$ cat src/rtl/r_return_mux.sv
// -----------------------------------------------------------------------------
// r_return_mux
//   Merges the fronts of NUM_SRC per-slave R-channel FIFOs onto one master R
//   channel. It pops at most one FIFO per cycle into a registered output stage
//   that uses an AXI VALID/READY handshake. A source that still has beats
//   pending is picked round-robin, starting after the last source granted.
//
// Configuration macro: R_MUX_BURST_LOCK_EN
//   defined   : the grant stays on one source from the first beat of a burst
//               through its RLAST beat, so bursts are never interleaved.
//   undefined : every beat is arbitrated, so beats from different sources
//               interleave. RLAST is passed through unchanged.
//
// Ports
//   ACLK, ARESETn        clock and synchronous active-low reset
//   src_empty[i]         FIFO i empty flag
//   src_RID/RDATA/RRESP  FIFO front payload, slice i belongs to source i
//   src_RLAST[i]         FIFO i front RLAST
//   src_pop[i]           combinational one-hot pop strobe back to FIFO i
//   RID/RDATA/RRESP/RLAST registered master R payload
//   RVALID / RREADY      master R handshake
//   grant_idx            source of the beat held in the output register
// -----------------------------------------------------------------------------
module r_return_mux #(
    parameter int unsigned NUM_SRC    = 2,
    parameter int unsigned ID_WIDTH   = 4,
    parameter int unsigned DATA_WIDTH = 32
) (
    input  logic                          ACLK,
    input  logic                          ARESETn,
    input  logic [NUM_SRC-1:0]            src_empty,
    input  logic [NUM_SRC*ID_WIDTH-1:0]   src_RID,
    input  logic [NUM_SRC*DATA_WIDTH-1:0] src_RDATA,
    input  logic [NUM_SRC*2-1:0]          src_RRESP,
    input  logic [NUM_SRC-1:0]            src_RLAST,
    output logic [NUM_SRC-1:0]            src_pop,
    output logic [ID_WIDTH-1:0]           RID,
    output logic [DATA_WIDTH-1:0]         RDATA,
    output logic [1:0]                    RRESP,
    output logic                          RLAST,
    output logic                          RVALID,
    input  logic                          RREADY,
    output logic [$clog2(NUM_SRC)-1:0]    grant_idx
);

    localparam int unsigned IDX_W = $clog2(NUM_SRC);
    localparam logic [IDX_W-1:0] LAST_IDX = IDX_W'(NUM_SRC - 1);

    // Output register and arbitration state
    logic                  rvalid_q;
    logic [ID_WIDTH-1:0]   rid_q;
    logic [DATA_WIDTH-1:0] rdata_q;
    logic [1:0]            rresp_q;
    logic                  rlast_q;
    logic [IDX_W-1:0]      grant_q;
    logic [IDX_W-1:0]      rr_ptr_q;

    // Selected FIFO front, i.e. the next value of the output register on load
    logic [ID_WIDTH-1:0]   rid_d;
    logic [DATA_WIDTH-1:0] rdata_d;
    logic [1:0]            rresp_d;
    logic                  rlast_d;

    logic [IDX_W-1:0]      rr_sel;
    logic                  rr_found;
    logic [IDX_W-1:0]      rr_cand;
    logic [IDX_W-1:0]      sel;
    logic                  load;

`ifdef R_MUX_BURST_LOCK_EN
    typedef enum logic {
        ST_IDLE = 1'b0,
        ST_LOCK = 1'b1
    } state_e;

    state_e           state_q;
    logic [IDX_W-1:0] lock_idx_q;
`endif

    // Round-robin search: first non-empty source strictly after rr_ptr, wrapping.
    // If every source is empty, rr_sel falls back to rr_ptr, which is empty too,
    // so no load can happen.
    always_comb begin
        rr_sel   = rr_ptr_q;
        rr_found = 1'b0;
        rr_cand  = '0;
        for (int unsigned k = 1; k <= NUM_SRC; k++) begin
            rr_cand = IDX_W'((32'(rr_ptr_q) + k) % NUM_SRC);
            if (!rr_found && !src_empty[rr_cand]) begin
                rr_sel   = rr_cand;
                rr_found = 1'b1;
            end
        end
    end

    // A locked burst pins the selection even when its FIFO is momentarily empty
`ifdef R_MUX_BURST_LOCK_EN
    assign sel = (state_q == ST_LOCK) ? lock_idx_q : rr_sel;
`else
    assign sel = rr_sel;
`endif

    // Payload mux for the selected source
    always_comb begin
        rid_d   = '0;
        rdata_d = '0;
        rresp_d = '0;
        rlast_d = 1'b0;
        for (int unsigned i = 0; i < NUM_SRC; i++) begin
            if (sel == IDX_W'(i)) begin
                rid_d   = src_RID[i*ID_WIDTH +: ID_WIDTH];
                rdata_d = src_RDATA[i*DATA_WIDTH +: DATA_WIDTH];
                rresp_d = src_RRESP[i*2 +: 2];
                rlast_d = src_RLAST[i];
            end
        end
    end

    // Load when the output slot is free or being drained this cycle; held off in
    // reset so the FIFOs are never popped while everything is being cleared.
    assign load = ARESETn & (~rvalid_q | RREADY) & ~src_empty[sel];

    // One-hot pop strobe, same cycle as the load
    always_comb begin
        src_pop = '0;
        for (int unsigned i = 0; i < NUM_SRC; i++) begin
            src_pop[i] = load && (sel == IDX_W'(i));
        end
    end

    // Output register, round-robin pointer and burst-lock state
    always_ff @(posedge ACLK) begin
        if (!ARESETn) begin
            rvalid_q   <= 1'b0;
            rid_q      <= '0;
            rdata_q    <= '0;
            rresp_q    <= '0;
            rlast_q    <= 1'b0;
            grant_q    <= '0;
            rr_ptr_q   <= LAST_IDX;
`ifdef R_MUX_BURST_LOCK_EN
            state_q    <= ST_IDLE;
            lock_idx_q <= '0;
`endif
        end else begin
            if (load) begin
                rvalid_q <= 1'b1;
                rid_q    <= rid_d;
                rdata_q  <= rdata_d;
                rresp_q  <= rresp_d;
                rlast_q  <= rlast_d;
                grant_q  <= sel;
                // While locked sel already equals rr_ptr, so this only moves on
                // an arbitrated beat.
                rr_ptr_q <= sel;
`ifdef R_MUX_BURST_LOCK_EN
                case (state_q)
                    ST_IDLE: begin
                        if (!rlast_d) begin
                            state_q    <= ST_LOCK;
                            lock_idx_q <= sel;
                        end
                    end
                    ST_LOCK: begin
                        if (rlast_d) begin
                            state_q <= ST_IDLE;
                        end
                    end
                    default: state_q <= ST_IDLE;
                endcase
`endif
            end else if (RREADY) begin
                rvalid_q <= 1'b0;
            end
        end
    end

    assign RVALID    = rvalid_q;
    assign RID       = rid_q;
    assign RDATA     = rdata_q;
    assign RRESP     = rresp_q;
    assign RLAST     = rlast_q;
    assign grant_idx = grant_q;

endmodule

$ cat config.mk
export PLATFORM = sky130hd
export DESIGN_NAME = r_return_mux
export DESIGN_NICKNAME = d
export VERILOG_FILES = /design/src/rtl/r_return_mux.sv
export SDC_FILE = /design/constraint.sdc
export NUM_CORES = 1
export LEC_CHECK = 0
export CAP_MARGIN = 20
export CORE_MARGIN = 2
export CORE_UTILIZATION = 36
export DETAILED_ROUTE_END_ITERATION = 8
export PLACE_DENSITY = 0.77
export SYNTH_ARGS = -nofsm -noshare
export SYNTH_HDL_FRONTEND = slang
export SYNTH_SLANG_ARGS = --single-unit
export TNS_END_PERCENT = 50
$ cat constraint.sdc
create_clock -name ACLK -period 1.7 [get_ports ACLK]
set_input_delay 0.425 -clock ACLK [delete_from_list [all_inputs] [get_ports ACLK]]
set_output_delay 0.425 -clock ACLK [all_outputs]
set_load 0.05 [all_outputs]
* Yosys cells after proc, flatten, opt, wreduce, memory -nomap -nowiden
Index checks and enable logic that the tools add are counted.
W data, S select, Z words.
** Operators by class
- Add/sub/neg operators :: 2
- Multipliers :: 0
- Divide/modulo/power cells :: 0
- Magnitude comparators :: 3
- Equality and inequality tests :: 0
- Shift-type cells :: 0
- Mux-type cells :: 14
- Bitwise gates (word level) :: 6
- Reduce and logical (&&, ||, !) cells :: 5
** Operator list (number)
- $mux W32 :: 1
- $mux W1 :: 11
- $lt A1 B2 Y1 const B :: 3
- $mux W4 :: 1
- $logic_and A1 B1 Y1 :: 3
- $not A1 Y1 :: 3
- $add A1 B1 Y1 const B :: 2
- $and A1 B1 Y1 :: 2
- $mux W2 :: 1
- $reduce_bool A2 Y1 :: 1
- $logic_not A1 Y1 :: 1
- $or A1 B1 Y1 :: 1
** Storage, ports and cells
- Register bits :: 42
- Bits in latches :: 0
- Memory bits (writable) :: 0
- ROM bits :: 0
- Input bits :: 83
- Output and inout bits :: 43
- Word-level logic and storage cells :: 37
- Memories kept :: 0

* Depth between registers and ports, before layout
- Depth in word-level cells :: 11
- Depth in mapped cells :: 6

* Worst setup path after synthesis
No wires, ideal clock.
- Path kind :: flip-flop to output port
- Start :: register rvalid_q (netlist: RVALID)
- End :: output src_pop[1]
- Data arrival time :: 2.318 ns
- Data required time :: 1.275 ns
- Path slack :: -1.043 ns
- Stages on the path, launching flop included :: 7
- Buffers on the path :: 3
- Path through :: dfxtp_1 > nand2b_1 > buf_4 > and3_4 > buf_6 > buf_6 > a21boi_0
** Between the ends
- Word-level cells in the longest chain between the ends :: 5
** Ends and longest elaborated chain
- from (decl) :: RTL line 50 : logic rvalid_q;
- from (signal assigned) :: RTL line 134 : rvalid_q <= 1'b0;
- from (signal assigned) :: RTL line 147 : rvalid_q <= 1'b1;
- from (signal assigned) :: RTL line 173 : rvalid_q <= 1'b0;
- $not A1 Y1 :: RTL line 121 : assign load = ARESETn & (~rvalid_q | RREADY) & ~src_empty[sel];
- $or A1 B1 Y1 :: RTL line 121
- $and A1 B1 Y1 (2 in a row) :: RTL line 121
- $logic_and A1 B1 Y1 :: RTL line 127 : src_pop[i] = load && (sel == IDX_W'(i));
- to (decl) :: RTL line 36 : output logic [NUM_SRC-1:0] src_pop,
No other way between the ends.

* Final worst setup path
- Start :: register rr_ptr_q
- End :: output src_pop[1]
** Between the ends
- Word-level cells in the longest chain between the ends :: 11
- Elaborated cells between the ends (all ways) :: 15
- Those cells by class :: 2 x add/sub; 8 x mux; 2 x bitwise; 3 x reduce/logical
** Ends and longest elaborated chain
- from (decl) :: RTL line 56 : logic [IDX_W-1:0] rr_ptr_q;
- from (signal assigned) :: RTL line 155 : rr_ptr_q <= sel;
- $add A1 B1 Y1 :: RTL line 88 : rr_cand = IDX_W'((32'(rr_ptr_q) + k) % NUM_SRC);
- $mux W1 (not written as such) (2 in a row) :: RTL line 89 : if (!rr_found && !src_empty[rr_cand]) begin
- $logic_not A1 Y1 :: RTL line 89
- $logic_and A1 B1 Y1 :: RTL line 89
- $mux W1 (*) :: RTL line 89
- $mux W1 (not written as such) (2 in a row) :: RTL line 121
- $not A1 Y1 :: RTL line 121
- $and A1 B1 Y1 :: RTL line 121
- $logic_and A1 B1 Y1 (*) :: RTL line 127
Mark *: on every way between the ends. The rest lies on a longest branch, timed or not. The select of a mux whose other input is x is not followed.

==> flow_results.org <==
** Die
- The initial utilization of the core area, before any placement, comes to 0.373.
- Horizontal die dimension :: 85.1 microns
- Die Span Y :: 85.1 microns
- Core Region :: 6350 sq um
- Die outline area :: 7250 sq um
- Boundary pin count :: 126
- In this run the core area contains 29 standard-cell rows.

** Hold path
- Counting instances, the worst hold path has a depth of 3.
- Min-Delay Endpoint :: RVALID$_SDFFE_PN0P_
- The min-delay analysis places its worst path in the category primary input to register.
- Critical hold path startpoint :: src_empty[1]

** Routing
- After detailed routing, the number of vias per cell comes to 5.87.
- The pre-antenna-repair detailed-routing pass consisted of 4 iterations.
- Total vias in the final route :: 2634
- Detailed router's first-iteration violation count :: 163
- Routed Antenna Nets :: 0
- Final WL :: 8100 microns
- After detailed routing, the average wire length per cell comes to around 18 microns.
- In the routed design, unresolved DRC markers number 0.

** Clock network
- CTS tree :: done
- Inserted Clock Buffers :: 5
- Clock Pin Slew Worst Setup and Hold Paths :: roughly 0.08 ns
- Number of levels in the clock H-tree :: 2
- CTS placed an instance of sky130_fd_sc_hd__clkbuf_8 at the clock tree root.
- Buffer levels on the longest clock path :: 2
- Clock latency at the later pin of the worst-skew pair :: around 0.29 ns
- CTS saw 42 sinks.
- Number of buffers inserted for hold repair after clock tree synthesis :: 0

** Setup path
- Launch instance of the worst register-to-register path :: RVALID$_SDFFE_PN0P_
- The number of buffers and inverters on the critical path is 1.
- For the worst setup path, the data arrival time is 1.25 ns.
- Worst Setup Path Type :: register to output pin
- Kind of end point of the critical path :: output pin
- Stages on the worst setup path :: 3
- Worst Reg2Reg Path Length in Cells :: 6
- Among cell families on the critical path, the largest total delay comes from flip-flops.
- At the worst endpoint, the required time is 1.27 ns.
- The largest individual stage delay along the critical path comes from the cell sky130_fd_sc_hd__dfxtp_4.
- Worst path cell trace :: or2_4 > a21boi_4 > buf_12
- Worst-case register-to-register setup slack :: 0.14 ns
- Max stage delay on crit path :: 0.37 ns
- The worst setup path is launched from a register.
- Worst reg2reg endpoint :: RDATA[20]$_SDFFE_PN0P_
- Along the worst path, the maximum fanout reaches 4.

** Power
- IR Drop Worst-Case VDD :: 0.402 mV
- In this run the static leakage power is 1.38 nW.
- Dividing total power by cell area gives a power density of between 700 and 800 nW/um^2.

** Finish
- Total of fill cells in the finished design :: between 500 and 600
- Final standard cell utilization of the core :: 0.595
- Area Overhead vs Synth :: 59.6%
- The multi-input combinational cells in the finished layout cover a total of 1340 sq um.
- Flip-flop and latch area :: between 800 and 900 sq um
- In the final layout, the share of cells above drive strength 1 is 0.341.
- Number of nets in the final layout :: 454
- 0 antenna diodes ended up in the layout.

** Global routing
- The first global-routing pass estimated around 13000 microns of wire.
- Total global routing overflow :: 0
- Across every metal layer, demand over resource in global routing totals 0.215.
- Number of global-route vias before repair :: 2564
- The initial antenna violation count was 0.
- Pin count of the biggest net entering global routing :: 43

** Place
- Summed over all nets, the half-perimeter wirelength after detailed placement is ~5200 microns.
- The congestion estimate from routability-driven global placement came to ~0.8.
- In this run the tool buffered the top-level ports with roughly 130 buffer cells.

** Yosys
- Synthesized instance count :: 254
- Summed instance area of the synthesized netlist :: 2370 sq um
- In this run, synthesis inferred 0 flip-flops with an integrated enable.
- The synthesized netlist contains 21 unique library cells.
- A synthesized cell averages 9.33 sq um.
- In this run, synthesis produced a sequential element count of 42.
- Of the synthesized area, sequential elements account for 0.355.
- The number of nets handed over by synthesis was approximately 340.
- In the synthesized netlist the dominant register cell turns out to be sky130_fd_sc_hd__dfxtp_1.
- The Yosys step of the flow raised 0 warnings.
- Of all flip-flops after synthesis, the portion carrying an async set or reset was 0.

** Outcome
- Status :: complete, no violations

** STA
- Setup violators final :: 0
- Maximum achievable frequency :: 0.599 GHz
- The clock arrives with 0.00339 ns of skew.
- The max-slew violation total from the final report is 0.
- At the pin with the least slew margin, the transition time is roughly 0.48 ns.
- The count of final hold-check violations was 0.
- Final worst path period need :: 1.67 ns
- Hold slack final :: 0.487 ns
- Dividing the final minimum period by the clock period gives 0.982.
- Setup repair after global routing left no endpoint under its margin.
- For the final routed database, the setup TNS stands at 0 ns.
- Worst slew margin relative to its limit :: 0.678

** Flow run
- # Max-Cap Violations :: 0
-- cell families after synthesis --
logic type	synth area share
AOI/OAI and AO/OA	0.450
buffers and inverters	0.0929
and+or+nand+nor	0.102
DFF	0.355
-- worst reg2reg max path, delay by kind of cell, from the launching register on --
kind            cells  cell delay [ns]
compound gates      2             0.46
buf+inv             3             0.60
flops               1             0.35
simple gates        1             0.07
-- layout by cell type (no fill, tap or decap), types with 2 or more instances in the layout --
cell type,synthesis,final
sky130_fd_sc_hd__a311oi_2,39,39
sky130_fd_sc_hd__a31oi_1,42,42
sky130_fd_sc_hd__buf_12,0,7
sky130_fd_sc_hd__buf_4,4,61
sky130_fd_sc_hd__clkbuf_2,0,2
sky130_fd_sc_hd__clkbuf_8,0,6
sky130_fd_sc_hd__clkdlybuf4s50_1,0,78
sky130_fd_sc_hd__dfxtp_1,42,40
sky130_fd_sc_hd__nand3_1,39,39
sky130_fd_sc_hd__o21ai_0,30,30
sky130_fd_sc_hd__o21ai_1,10,10
-- metal layers --
metal / GRT usage / wire length [microns]
met5: 0 / 0
met4: 0.0476 / 74
met3: 0.0525 / 535
met2: 0.362 / 4000
met1: 0.278 / 3490
-- area by class of cell --
type                       instances  area share
multi-input combinational        170       0.353
sequential                        42       0.224
clock inverter                     1     0.00132
inverter                           2     0.00199
timing repair buffer             150       0.371
tap                               77      0.0255
clock buffer                       7      0.0228
-- Yosys cell counts, types with 2 or more instances --
master / count / area, sq um
sky130_fd_sc_hd__buf_1: 3 / 11.3
sky130_fd_sc_hd__buf_2: 8 / 40.0
sky130_fd_sc_hd__o21ai_1: 10 / 50.1
sky130_fd_sc_hd__a311oi_2: 39 / 586
sky130_fd_sc_hd__a31oi_1: 42 / 263
sky130_fd_sc_hd__nand2_1: 2 / 7.51
sky130_fd_sc_hd__clkbuf_1: 20 / 75.1
sky130_fd_sc_hd__o21ai_0: 30 / 150
sky130_fd_sc_hd__buf_4: 4 / 30.0
sky130_fd_sc_hd__dfxtp_1: 42 / 841
sky130_fd_sc_hd__inv_1: 2 / 7.51
sky130_fd_sc_hd__buf_6: 5 / 56.3
sky130_fd_sc_hd__nand3_1: 39 / 195
-- report_power, final --
part | internal (mW) | leakage [nW] | total [mW] | switching (mW)
clock network | 0.328 | 0.0482 | 0.669 | 0.341
registers | 1.07 | 0.348 | 1.12 | 0.0476
logic | 0.488 | 0.981 | 1.16 | 0.676
-- flip-flops by register name, summed over array words and instances (netlist names) --
| signal | flops |
|---|---|
| RDATA | 32 |
| RID | 4 |
| RLAST | 1 |
| RRESP | 2 |
| RVALID | 1 |
| grant_idx | 1 |
| rr_ptr_q | 1 |
-- metrics by stage --
step / area (sq um) / cells / setup WS, ns / power [mW]
floorplan: 2400 / 254 / -0.144 / 1.85
global placement: 3630 / 433 / -0.248 / 2.27
detailed placement: 3630 / 433 / -0.280 / 2.28
CTS: 3760 / 446 / 0.0187 / 2.96
global route: 3780 / 449 / 0.000677 / 3.08
finish: 3780 / 449 / 0.0300 / 2.95
-- worst max-delay path by stage --
stage	to	slack, ns	start
5_1_grt	src_pop[1]	0.0007	rr_ptr_q$_SDFFE_PN1P_
6_report	src_pop[1]	0.03	rr_ptr_q$_SDFFE_PN1P_
3_3_place_gp	src_pop[1]	-0.25	RREADY
3_5_place_dp	src_pop[1]	-0.28	RREADY
4_1_cts	src_pop[1]	0.02	RREADY
2_1_floorplan	src_pop[1]	-0.14	RREADY
-- what timing repair did --
| action | 4_1_cts | 5_1_grt |
|---|---|---|
| pin swaps | 2 | 2 |
| setup endpoints to repair | 2 | 39 |
| gates resized for setup | 8 | 5 |
| setup buffers | 5 | 4 |
No activity file was read; power rests on OpenSTA's default activity.
